## config.mk

```make
export PLATFORM = sky130hd
export DESIGN_NAME = i2s_mask_flat
export DESIGN_NICKNAME = d
export VERILOG_FILES = /design/src/rtl/i2s_mask_pkg.sv /design/src/rtl/i2s_mask_if.sv /design/src/rtl/i2s_frame_counter.sv /design/src/rtl/i2s_mask.sv /design/src/flat_wrapper.sv
export SDC_FILE = /design/constraint.sdc
export NUM_CORES = 1
export LEC_CHECK = 0
export CAP_MARGIN = 20
export CORE_UTILIZATION = 50
export DETAILED_ROUTE_END_ITERATION = 8
export PLACE_DENSITY = 0.72
export SLEW_MARGIN = 0
export SYNTH_ARGS = -nofsm -noshare
export SYNTH_HDL_FRONTEND = slang
export SYNTH_HIERARCHICAL = 1
export SYNTH_SLANG_ARGS = --single-unit
```

## constraint.sdc

```tcl
create_clock -name i2s_clk -period 3.36 [get_ports i2s_clk]
set_input_delay 0.336 -clock i2s_clk [delete_from_list [all_inputs] [get_ports i2s_clk]]
set_output_delay 0.336 -clock i2s_clk [all_outputs]
set_load 0.005 [all_outputs]
```

## src/rtl/i2s_mask_pkg.sv

```systemverilog
// Shared geometry defaults, counter widths and latch-sequencer state type
// for the tile-masking I2S LED panel receiver.
package i2s_mask_pkg;

    localparam int unsigned COLS_DEF    = 8;
    localparam int unsigned TILES_X_DEF = 16;
    localparam int unsigned ROWS_DEF    = 64;
    localparam int unsigned TILES_Y_DEF = 16;

    localparam int unsigned ADDR_W    = 4;
    localparam int unsigned ROW_NUM_W = 6;

    // Counter width for a dimension of n positions; never narrower than 1 bit.
    function automatic int unsigned cw(input int unsigned n);
        return (n > 1) ? $clog2(n) : 1;
    endfunction

    localparam int unsigned BIT_W = cw(COLS_DEF);
    localparam int unsigned TX_W  = cw(TILES_X_DEF);
    localparam int unsigned ROW_W = cw(ROWS_DEF);
    localparam int unsigned TY_W  = cw(TILES_Y_DEF);

    typedef enum logic [1:0] {
        LS_DARK,
        LS_LATCH,
        LS_SHOW
    } lat_state_e;

endpackage

```

## src/rtl/i2s_mask_if.sv

```systemverilog
// Panel-side bundle: serial frame input, static tile address and LED driver outputs.
interface i2s_mask_if;
    import i2s_mask_pkg::*;

    logic                 i2s_data;
    logic [ADDR_W-1:0]    addr_x;
    logic [ADDR_W-1:0]    addr_y;
    logic [ROW_NUM_W-1:0] row_num;
    logic                 led_data;
    logic                 led_clk;
    logic                 led_lat;
    logic                 led_oe;

    modport master (
        output i2s_data, addr_x, addr_y,
        input  row_num, led_data, led_clk, led_lat, led_oe
    );

    modport slave (
        input  i2s_data, addr_x, addr_y,
        output row_num, led_data, led_clk, led_lat, led_oe
    );

endinterface

```

## src/rtl/i2s_frame_counter.sv

```systemverilog
// Position of the current serial bit within the frame: bit, tile column,
// row and tile row, carried in that order with a gapless wrap at frame end.
module i2s_frame_counter
    import i2s_mask_pkg::*;
#(
    parameter int unsigned COLS    = COLS_DEF,
    parameter int unsigned TILES_X = TILES_X_DEF,
    parameter int unsigned ROWS    = ROWS_DEF,
    parameter int unsigned TILES_Y = TILES_Y_DEF,
    localparam int unsigned BW = cw(COLS),
    localparam int unsigned XW = cw(TILES_X),
    localparam int unsigned RW = cw(ROWS),
    localparam int unsigned YW = cw(TILES_Y)
) (
    input  logic          clk,
    input  logic          rst,
    output logic [BW-1:0] bit_idx,
    output logic [XW-1:0] tile_x,
    output logic [RW-1:0] row,
    output logic [YW-1:0] tile_y,
    output logic          last_bit
);

    localparam logic [BW-1:0] BIT_LAST = BW'(COLS - 1);
    localparam logic [XW-1:0] TX_LAST  = XW'(TILES_X - 1);
    localparam logic [RW-1:0] ROW_LAST = RW'(ROWS - 1);
    localparam logic [YW-1:0] TY_LAST  = YW'(TILES_Y - 1);

    logic [BW-1:0] bit_q, bit_d;
    logic [XW-1:0] tx_q, tx_d;
    logic [RW-1:0] row_q, row_d;
    logic [YW-1:0] ty_q, ty_d;

    always_comb begin
        bit_d = bit_q + 1'b1;
        tx_d  = tx_q;
        row_d = row_q;
        ty_d  = ty_q;
        if (bit_q == BIT_LAST) begin
            bit_d = '0;
            tx_d  = tx_q + 1'b1;
            if (tx_q == TX_LAST) begin
                tx_d  = '0;
                row_d = row_q + 1'b1;
                if (row_q == ROW_LAST) begin
                    row_d = '0;
                    ty_d  = (ty_q == TY_LAST) ? '0 : ty_q + 1'b1;
                end
            end
        end
    end

    always_ff @(posedge clk or posedge rst) begin
        if (rst) begin
            bit_q <= '0;
            tx_q  <= '0;
            row_q <= '0;
            ty_q  <= '0;
        end else begin
            bit_q <= bit_d;
            tx_q  <= tx_d;
            row_q <= row_d;
            ty_q  <= ty_d;
        end
    end

    assign bit_idx  = bit_q;
    assign tile_x   = tx_q;
    assign row      = row_q;
    assign tile_y   = ty_q;
    assign last_bit = (bit_q == BIT_LAST);

endmodule

```

## src/rtl/i2s_mask.sv

```systemverilog
// Extracts this panel's tile from the serial frame stream and drives the LED
// shift register: gated shift clock, one-cycle latch strobe and blanking.
module i2s_mask
    import i2s_mask_pkg::*;
#(
    parameter int unsigned COLS    = COLS_DEF,
    parameter int unsigned TILES_X = TILES_X_DEF,
    parameter int unsigned ROWS    = ROWS_DEF,
    parameter int unsigned TILES_Y = TILES_Y_DEF
) (
    input  logic         i2s_clk,
    input  logic         rst,
    i2s_mask_if.slave    bus
);

    localparam int unsigned BW = cw(COLS);
    localparam int unsigned XW = cw(TILES_X);
    localparam int unsigned RW = cw(ROWS);
    localparam int unsigned YW = cw(TILES_Y);

    logic [BW-1:0] bit_idx;
    logic [XW-1:0] tile_x;
    logic [RW-1:0] row;
    logic [YW-1:0] tile_y;
    logic          last_bit;

    i2s_frame_counter #(
        .COLS    (COLS),
        .TILES_X (TILES_X),
        .ROWS    (ROWS),
        .TILES_Y (TILES_Y)
    ) u_cnt (
        .clk      (i2s_clk),
        .rst      (rst),
        .bit_idx  (bit_idx),
        .tile_x   (tile_x),
        .row      (row),
        .tile_y   (tile_y),
        .last_bit (last_bit)
    );

    logic [ADDR_W-1:0]    ax_q, ax_d, ay_q, ay_d;
    logic                 led_data_q, led_data_d;
    logic                 shift_q, shift_d;
    logic                 pend_q, pend_d;
    logic [RW-1:0]        prow_q, prow_d;
    logic [ROW_NUM_W-1:0] row_num_q, row_num_d;
    lat_state_e           state_q, state_d;
    logic                 match;

    // The address is sampled only on a tile's first bit and held for the rest
    // of it, so a mid-tile address change can never split a tile.
    always_comb begin
        ax_d       = (bit_idx == '0) ? bus.addr_x : ax_q;
        ay_d       = (bit_idx == '0) ? bus.addr_y : ay_q;
        match      = (ADDR_W'(tile_x) == ax_d) && (ADDR_W'(tile_y) == ay_d);
        led_data_d = match ? bus.i2s_data : led_data_q;
        shift_d    = match;
        pend_d     = match && last_bit;
        prow_d     = row;
        row_num_d  = pend_q ? ROW_NUM_W'(prow_q) : row_num_q;
    end

    always_comb begin
        state_d = state_q;
        if (pend_q) begin
            state_d = LS_LATCH;
        end else if (state_q == LS_LATCH) begin
            state_d = LS_SHOW;
        end
    end

    always_ff @(posedge i2s_clk or posedge rst) begin
        if (rst) begin
            ax_q       <= '0;
            ay_q       <= '0;
            led_data_q <= 1'b0;
            shift_q    <= 1'b0;
            pend_q     <= 1'b0;
            prow_q     <= '0;
            row_num_q  <= '0;
            state_q    <= LS_DARK;
        end else begin
            ax_q       <= ax_d;
            ay_q       <= ay_d;
            led_data_q <= led_data_d;
            shift_q    <= shift_d;
            pend_q     <= pend_d;
            prow_q     <= prow_d;
            row_num_q  <= row_num_d;
            state_q    <= state_d;
        end
    end

    // shift_q only changes while i2s_clk is high, so the AND cannot glitch.
    assign bus.led_clk  = shift_q & ~i2s_clk;
    assign bus.led_data = led_data_q;
    assign bus.row_num  = row_num_q;
    assign bus.led_lat  = (state_q == LS_LATCH);
    assign bus.led_oe   = (state_q != LS_SHOW);

endmodule

```

## src/flat_wrapper.sv

```systemverilog
// flat-port wrapper written by rule: the top's interface ports become plain ports
module i2s_mask_flat import i2s_mask_pkg::*;
#(
    parameter int unsigned COLS    = COLS_DEF,
    parameter int unsigned TILES_X = TILES_X_DEF,
    parameter int unsigned ROWS    = ROWS_DEF,
    parameter int unsigned TILES_Y = TILES_Y_DEF
)
  (i2s_clk, rst, bus_i2s_data, bus_addr_x, bus_addr_y, bus_row_num, bus_led_data, bus_led_clk, bus_led_lat, bus_led_oe);
  i2s_mask_if bus_i ();
  input  logic i2s_clk;
  input  logic rst;
  input wire logic [$bits(bus_i.i2s_data)-1:0] bus_i2s_data;
  input wire logic [$bits(bus_i.addr_x)-1:0] bus_addr_x;
  input wire logic [$bits(bus_i.addr_y)-1:0] bus_addr_y;
  output wire logic [$bits(bus_i.row_num)-1:0] bus_row_num;
  output wire logic [$bits(bus_i.led_data)-1:0] bus_led_data;
  output wire logic [$bits(bus_i.led_clk)-1:0] bus_led_clk;
  output wire logic [$bits(bus_i.led_lat)-1:0] bus_led_lat;
  output wire logic [$bits(bus_i.led_oe)-1:0] bus_led_oe;
  assign bus_i.i2s_data = bus_i2s_data;
  assign bus_i.addr_x = bus_addr_x;
  assign bus_i.addr_y = bus_addr_y;
  assign bus_row_num = bus_i.row_num;
  assign bus_led_data = bus_i.led_data;
  assign bus_led_clk = bus_i.led_clk;
  assign bus_led_lat = bus_i.led_lat;
  assign bus_led_oe = bus_i.led_oe;
  i2s_mask #(.COLS(COLS), .TILES_X(TILES_X), .ROWS(ROWS), .TILES_Y(TILES_Y)) u_core (.i2s_clk(i2s_clk), .rst(rst), .bus(bus_i));
endmodule
```

==> run summary <==
DRC viols -> 0
row count -> 21
worst setup path class -> clk -> out
worst hold path class -> in -> async
clk_lat worst skew -> 0.40 ns
post-CTS setup buffers -> 0
die width -> 63.2 um
Post-synth EDFFs -> 0
GR Util All Layers -> 19.8%
vias -> 1223
multi-input logic area -> 762 um2
setup TNS -> 0 ns
clock skew -> 0.00921 ns
Power Dens Cells -> 457 mW/mm2
CTS tree -> yes
Synth top area share -> 56.2%
syn avg cell area -> 12.7 um2
RD Place Congestion -> 0.871
post-synthesis async set-or-reset flop share -> 100%
Ports -> 21
sequential area share after synthesis -> 56.2%
Static Leakage -> 1.02 nW
Routed wire per std cell -> 15.0 um
Req. time, crit path -> 3.02 ns
# Max-Cap Violations -> 0
Setup violations, final -> 0
top post-synthesis cells by count -> dfrtp_1, mux2_2, inv_1
I/O Buffers -> 20
final worst slack -> 0.519 ns
share of layout cells above drive strength 1 -> 18.3%
Area growth syn-to-layout -> 20.9%
crit end category -> primary output
initial antenna violation count -> 0
# nets final -> 190
worst slew pin tran -> 0.901 ns
# fillers -> 283
final count of pins violating max slew -> 0
first-pass GRT wire length -> 5790 um
Synth cell types -> 38
drt first pass iters -> 4
most common cell in the netlist -> dfrtp_1
peak supply drop -> 0.244 mV
Seq cells post-synth -> 42
pre-CTS setup slack -> 0.772 ns
DRT antenna net count -> 0
Die Y -> 63.2 um
largest net degree at the start of global routing -> 26
slew margin rel. -> 39.9%
Synthesis Warnings -> 6
Diodes inserted -> 0
area leader, netlist -> dfrtp_1
critical path data arrival time -> 2.51 ns
Remaining Overflow, GRT -> 0
total core area -> 0.00347 mm2
Syn Std Cell Area -> 0.00187 mm2
Clock Pin Slew Worst Setup and Hold Paths -> 0.08 ns
syn nets -> 163
hold buffers post-CTS -> 0
Mapped Cells -> 147
via/cell ratio -> 5.53
unrepaired setup endpoints after global routing -> no
total wire length -> 3320 um
PostCTS Resize Cnt -> 0
crit start category -> clock port
status -> finished, final reports clean
die area -> 0.00399 mm2
Crit Path Max Fanout -> 2
dpl hpwl -> 2380 um
vias in the first global route -> 1241
Seq. cell area -> 0.00105 mm2
Top FF cell, synth -> dfrtp_1
initial DRC count -> 69
Final Hold Fails -> 0
Area contributors post-synth -> dfrtp_1, mux2_2, ha_1
initial core utilization -> 53.9%
routing by layer:
metal / share of wire, % / global-route usage [%]
met3: 4.4 / 8.33
met5: 0 / 0
met2: 48 / 29.4
met4: 2.4 / 11.3
met1: 45 / 23.8
sequential cells by signal, indices dropped and copies added, names as in the netlist:
register              flops
u_core/u_cnt/row          6
u_core/prow_q             6
u_core/state_q            2
u_core/u_cnt/tile_y       4
u_core/ax_q               4
u_core/u_cnt/tile_x       4
u_core/pend_q             1
u_core/bus.led_data       1
u_core/shift_q            1
u_core/u_cnt/bit_idx      3
u_core/ay_q               4
u_core/bus.row_num        6
where the power goes:
part           internal, mW  switching, mW  total [mW]
Combinational        0.0205         0.0189      0.0394
Sequential            0.511        0.00334       0.514
Clock                 0.294          0.186       0.481
Total                 0.826          0.208        1.03
stage by stage:
| stage | instances | hold slack (ns) | area, um2 | total power, mW | util [%] |
|---|---|---|---|---|---|
| final | 221 | 0.353 | 2260 | 1.03 | 65.2 |
| after global routing | 221 | 0.405 | 2260 | 1.07 | 65.2 |
| after CTS | 221 | 0.370 | 2260 | 1.05 | 65.2 |
| after detailed placement | 210 | 0.461 | 2110 | 0.565 | 60.9 |
| after global placement | 210 | 0.458 | 2110 | 0.564 | 60.9 |
| after floorplan | 147 | 0.262 | 1870 | 0.544 | - |
worst max-delay path: stages:
cell and delay [ns]:
clkbuf_8 0.11, clkbuf_8 0.12, nor2b_1 0.10, clkdlybuf4s50_1 0.50
cells in the final DEF (no fill, tap or decap), types with 2 or more instances in the layout:
| cell | instances |
|---|---|
| o41ai_1 | 3 |
| a21oi_1 | 3 |
| a41oi_1 | 2 |
| xnor2_1 | 5 |
| nor4_1 | 2 |
| ha_1 | 5 |
| clkbuf_8 | 8 |
| o21ai_0 | 4 |
| dfrtp_1 | 42 |
| clkdlybuf4s50_1 | 20 |
| nand3_1 | 3 |
| nor3_4 | 2 |
| nand4_1 | 3 |
| nor2b_1 | 3 |
| inv_1 | 11 |
| mux2_2 | 14 |
| nand2_1 | 9 |
| o2bb2ai_1 | 2 |
| clkinv_2 | 2 |
| nor2_1 | 7 |
| xor2_1 | 6 |
| mux2_1 | 2 |
final timing paths:
kind                                          from                     to  slack [ns]  cells past startpoint
min                                            rst    u_core/u_cnt/row[3]        0.35                      2
min reg2reg                       u_core/prow_q[5]  u_core/bus.row_num[5]        0.48                      1
max                                        i2s_clk            bus_led_clk        0.52                      4
min in group i2s_clk              u_core/prow_q[5]  u_core/bus.row_num[5]        0.48                      1
max in group asynchronous                      rst         u_core/ay_q[0]        2.35                      2
max reg2reg                u_core/u_cnt/bit_idx[1]    u_core/bus.led_data        0.94                      6
cell families (layout without fill, tap and decap cells):
family / Yosys count / in the layout / synth area share (%)
AO/OA/AOI/OAI: 23 / 23 / 10.2
multiplexers: 18 / 18 / 11.0
AND/OR/NAND/NOR: 34 / 34 / 11.1
XOR/XNOR: 11 / 11 / 5.15
adder cells (fa/ha/maj): 5 / 5 / 3.34
flip-flops: 42 / 42 / 56.2
buffers and inverters: 14 / 42 / 3.08
area by class of cell:
| cell class | instances | area share [%] |
|---|---|---|
| clock buffer | 9 | 5.31 |
| clock inverter | 3 | 1.77 |
| inverter | 11 | 1.83 |
| multi-input combinational | 91 | 33.7 |
| sequential | 42 | 46.5 |
| tap | 46 | 2.54 |
| timing repair buffer | 19 | 8.41 |
No activity file was read; power rests on OpenSTA's default activity.
==> patch 1: new RTL, same settings <==
The package constant `ROW_NUM_W` goes from 6 to 7.
--- a/src/rtl/i2s_mask_pkg.sv
+++ b/src/rtl/i2s_mask_pkg.sv
@@ -9,5 +9,5 @@
 
     localparam int unsigned ADDR_W    = 4;
-    localparam int unsigned ROW_NUM_W = 6;
+    localparam int unsigned ROW_NUM_W = 7;
 
     // Counter width for a dimension of n positions; never narrower than 1 bit.
Interface: changed (resized bus_row_num); port bits go from 21 to 22. No check against the original RTL was run, so the function may have changed too.
==> patch 1 against the original RTL <==
Sequential cell count unchanged; power grew 0.37%; synthesized area up 0.60%; sequential share of layout area decreased by 0.10 points; synthesized cell count increased by 1.4%; setup slack gained 0.0044 ns; worst hold slack worse by 0.0030 ns; routed wire length is 7.2% higher; sequential power about the same; combinational power rose by 2%; via count decreased by 1.9%; design area increased by 0.22%.
==> patch 1: results <==
# TYPE chip_impl_metric gauge
chip_impl_metric{name="grt_first_pass_wirelength",unit="mm"} 6.06
chip_impl_metric{name="route.detailed.vias_per_inst",unit=""} 5.41
chip_impl_metric{name="post_synth_mux_area_share",unit="%"} 10.9
chip_impl_metric{name="post_place_cell_area",unit="µm²"} 2120
chip_impl_metric{name="num-nets-final",unit=""} 191
chip_impl_metric{name="dp.cells",unit=""} 211
chip_impl_metric{name="synthXorXnorAreaFrac",unit="%"} 5.12
chip_impl_metric{name="syn_inst",unit=""} 149
chip_impl_info{name="synthTopCellsByArea",value="sky130_fd_sc_hd__dfrtp_1, sky130_fd_sc_hd__mux2_2, sky130_fd_sc_hd__ha_1, sky130_fd_sc_hd__xor2_1, sky130_fd_sc_hd__xnor2_1"} 1
chip_impl_metric{name="clockBufferCount",unit=""} 10
chip_impl_metric{name="finalWeightedCongestion",unit=""} 0.836
chip_impl_metric{name="share_of_the_synthesized_area_in_compound_gates_ao_oa_aoi_oai",unit="%"} 10.1
chip_impl_metric{name="hpwl",unit="mm"} 2.55
chip_impl_metric{name="drt-wirelength-per-cell",unit="µm"} 16.0
chip_impl_metric{name="fin_worst_skew",unit="ns"} 0.00688
chip_impl_info{name="status",value="completed"} 1
chip_impl_metric{name="synth.yosys.seq_area_share",unit="%"} 55.9
chip_impl_metric{name="area.growth.synth_to_final",unit="%"} 20.5
chip_impl_metric{name="post_synth_fa_ha_maj_area_fraction",unit="%"} 3.32
chip_impl_metric{name="layout-drive-gt1-share",unit="%"} 17.6
chip_impl_metric{name="worst_ep_arrival_time",unit="ns"} 2.50
chip_impl_metric{name="multi_input_area_share",unit="%"} 33.8
chip_impl_metric{name="n_fill_cell",unit=""} 289
chip_impl_metric{name="leakagePower",unit="nW"} 1.02
chip_impl_metric{name="grt_pass1_vias",unit=""} 1339
chip_impl_metric{name="clock_area_share",unit="%"} 7.12
chip_impl_metric{name="ir_drop",unit="mV"} 0.246
[patch 1: cell types whose count changed after synthesis, sizes merged]
cell,delta
conb,+1
buf,+1
[patch 1: path summary, 6_finish.rpt]
check / to / slack (ns)
worst max-delay path: bus_led_clk / 0.52
worst min-delay path: u_core/u_cnt/row[5] / 0.35
worst max register to register: u_core/bus.led_data / 0.87
worst min register to register: u_core/prow_q[1] / 0.48
max in group asynchronous: u_core/ax_q[3] / 2.35
min in group i2s_clk: u_core/prow_q[1] / 0.48
[patch 1: per-layer routing]
layer,up-vias,part of all wire [%],global-route usage [%]
li1,572,-,-
met1,596,42,23.4
met2,24,51,33.4
met3,8,3.8,8.51
met4,0,2.6,15.1
met5,-,0,0
[patch 1: power groups by stage]
stage               Clock (mW)  Combinational [mW]  Sequential [mW]
detailed placement    0.000250              0.0408            0.525
floorplan             0.000128              0.0210            0.524
CTS                      0.497              0.0411            0.515
global route             0.516              0.0446            0.515
global placement      0.000250              0.0393            0.524
finish                   0.484              0.0401            0.515
==> patch 2: new RTL, config.mk and constraints unchanged <==
Without the edit above. Register the output `bus.led_lat`, without a reset; this adds one clock of latency there.
--- a/src/rtl/i2s_mask.sv
+++ b/src/rtl/i2s_mask.sv
@@ -97,5 +97,7 @@
     assign bus.led_data = led_data_q;
     assign bus.row_num  = row_num_q;
-    assign bus.led_lat  = (state_q == LS_LATCH);
+    always_ff @(posedge i2s_clk) begin
+        bus.led_lat <= (state_q == LS_LATCH);
+    end
     assign bus.led_oe   = (state_q != LS_SHOW);
 
Formal check against the unedited RTL: not equivalent (Yosys sat finds a counterexample within 10 cycles, from zero or initial values and one cycle with rst high).
==> patch 2 against the original RTL <==
Sequential power is 2% higher; synthesized area is 1.1% higher; sequential cell count is 1 higher; setup slack worse by 0.0098 ns; clock skew hardly changed; via count is 1.1% higher; cell count is 0.45% higher; power is 8.9% higher; routed wire length is 3.8% higher; design area is 2.1% higher; critical endpoint unchanged; highest routed layer unchanged.
==> patch 2: results <==
# TYPE chip_impl_metric gauge
chip_impl_metric{name="leakagePower",unit="nW"} 1.03
chip_impl_metric{name="maxSlewHeadroom",unit="%"} 40.7
chip_impl_metric{name="drt_first_iter_violations",unit=""} 61
chip_impl_metric{name="antenna-diode-count",unit=""} 0
chip_impl_metric{name="post_synth_mux_area_share",unit="%"} 10.9
chip_impl_metric{name="route.detailed.vias_per_inst",unit=""} 5.57
chip_impl_metric{name="synthXorXnorAreaFrac",unit="%"} 5.10
chip_impl_metric{name="fin_worst_skew",unit="ns"} 0.00950
chip_impl_metric{name="grt_pass1_vias",unit=""} 1369
chip_impl_metric{name="grt_first_pass_wirelength",unit="mm"} 6.12
chip_impl_metric{name="share_of_the_synthesized_area_in_compound_gates_ao_oa_aoi_oai",unit="%"} 10.1
chip_impl_metric{name="sw_frac_of_total",unit="%"} 18.7
chip_impl_info{name="status",value="completed"} 1
chip_impl_metric{name="finalWeightedCongestion",unit=""} 0.861
chip_impl_metric{name="worst_ep_arrival_time",unit="ns"} 2.52
chip_impl_metric{name="timing.critical_path.slowest_cell_delay",unit="ns"} 0.51
chip_impl_metric{name="grt_use_total",unit="%"} 21.1
chip_impl_metric{name="post_place_cell_area",unit="µm²"} 2130
chip_impl_metric{name="timing_max_transition_violations_final",unit=""} 0
chip_impl_metric{name="num-nets-final",unit=""} 191
chip_impl_metric{name="drt-wirelength-per-cell",unit="µm"} 15.5
chip_impl_metric{name="async_reset_ff_share",unit="%"} 97.7
chip_impl_metric{name="post_synth_fa_ha_maj_area_fraction",unit="%"} 3.31
chip_impl_metric{name="syn_nets",unit=""} 164
chip_impl_info{name="synthTopCellsByArea",value="sky130_fd_sc_hd__dfrtp_1, sky130_fd_sc_hd__mux2_2, sky130_fd_sc_hd__ha_1, sky130_fd_sc_hd__xor2_1, sky130_fd_sc_hd__xnor2_1"} 1
chip_impl_metric{name="clkLatencyLatePin",unit="ns"} 0.39
chip_impl_metric{name="layout-drive-gt1-share",unit="%"} 18.2
chip_impl_metric{name="synth.yosys.seq_area_share",unit="%"} 56.7
chip_impl_metric{name="hpwl",unit="mm"} 2.52
chip_impl_metric{name="worst_setup_hold_path_clk_slew",unit="ns"} 0.09
chip_impl_metric{name="post_synth_num_cell_types",unit=""} 39
chip_impl_metric{name="ir_drop",unit="mV"} 0.323
[patch 2: cell count changes after synthesis]
| cell | before | now |
|---|---|---|
| sky130_fd_sc_hd__dfxtp_1 | 0 | 1 |
[patch 2: kinds of logic (layout without fill, tap and decap cells)]
family	count (synthesis)	in the layout
flip-flops	43	43
XOR/XNOR	11	11
buffers and inverters	14	42
multiplexers	18	18
adder cells (fa/ha/maj)	5	5
AO/OA/AOI/OAI	23	23
AND/OR/NAND/NOR	34	34
[patch 2: path summary, 6_finish.rpt]
kind,end,depth (start not counted),start,slack [ns]
max,bus_led_clk,4,i2s_clk,0.51
min,u_core/u_cnt/row[4],2,rst,0.37
max in group asynchronous,u_core/ay_q[1],2,rst,2.34
min reg2reg,u_core/prow_q[5],0,u_core/u_cnt/row[5],0.48
min in group i2s_clk,u_core/prow_q[5],0,u_core/u_cnt/row[5],0.48
max reg2reg,u_core/bus.led_data,6,u_core/u_cnt/bit_idx[0],0.87
[patch 2: layer usage]
layer / vias up / track usage [%] / wire, µm
met5: - / 0 / 0
met4: 0 / 13.1 / 64
met3: 7 / 9.42 / 136
met2: 25 / 34.8 / 1840
met1: 621 / 21.6 / 1410
li1: 584 / - / -
[patch 2: through the flow]
step / hold WS [ns] / instances / power, mW / worst slack (ns) / util [%]
finish: 0.369 / 222 / 1.13 / 0.509 / 66.6
global route: 0.434 / 222 / 1.18 / 0.471 / 66.6
detailed placement: 0.461 / 211 / 0.577 / 0.772 / 61.5
floorplan: 0.262 / 148 / 0.556 / 1.09 / -
global placement: 0.458 / 211 / 0.575 / 0.772 / 61.5
CTS: 0.394 / 222 / 1.14 / 0.483 / 66.6
[patch 2: power by group through the flow]
| stage | clock network, mW | logic, mW | registers (mW) |
|---|---|---|---|
| CTS | 0.575 | 0.0401 | 0.526 |
| finish | 0.561 | 0.0391 | 0.526 |
| global placement | 0.000250 | 0.0387 | 0.536 |
| floorplan | 0.000128 | 0.0199 | 0.536 |
| detailed placement | 0.000250 | 0.0400 | 0.537 |
| global route | 0.606 | 0.0436 | 0.527 |
[patch 2: worst reg2reg max path: cells and delay by family, from the launching register on]
| kind | cells | cell delay [ns] |
|---|---|---|
| xor gates and xnor gates | 1 | 0.17 |
| and+or+nand+nor | 1 | 0.44 |
| muxes | 2 | 0.74 |
| DFF | 1 | 0.44 |
| AOI/OAI and AO/OA | 2 | 0.59 |
[patch 2: layout make-up]
type / instances / area [µm²]
Fill cell: 261 / 1160
Inverter: 11 / 41.3
Tap cell: 46 / 57.6
Clock inverter: 3 / 67.6
Sequential cell: 43 / 1070
Timing Repair Buffer: 19 / 190
Clock buffer: 9 / 120
Multi-Input combinational cell: 91 / 762
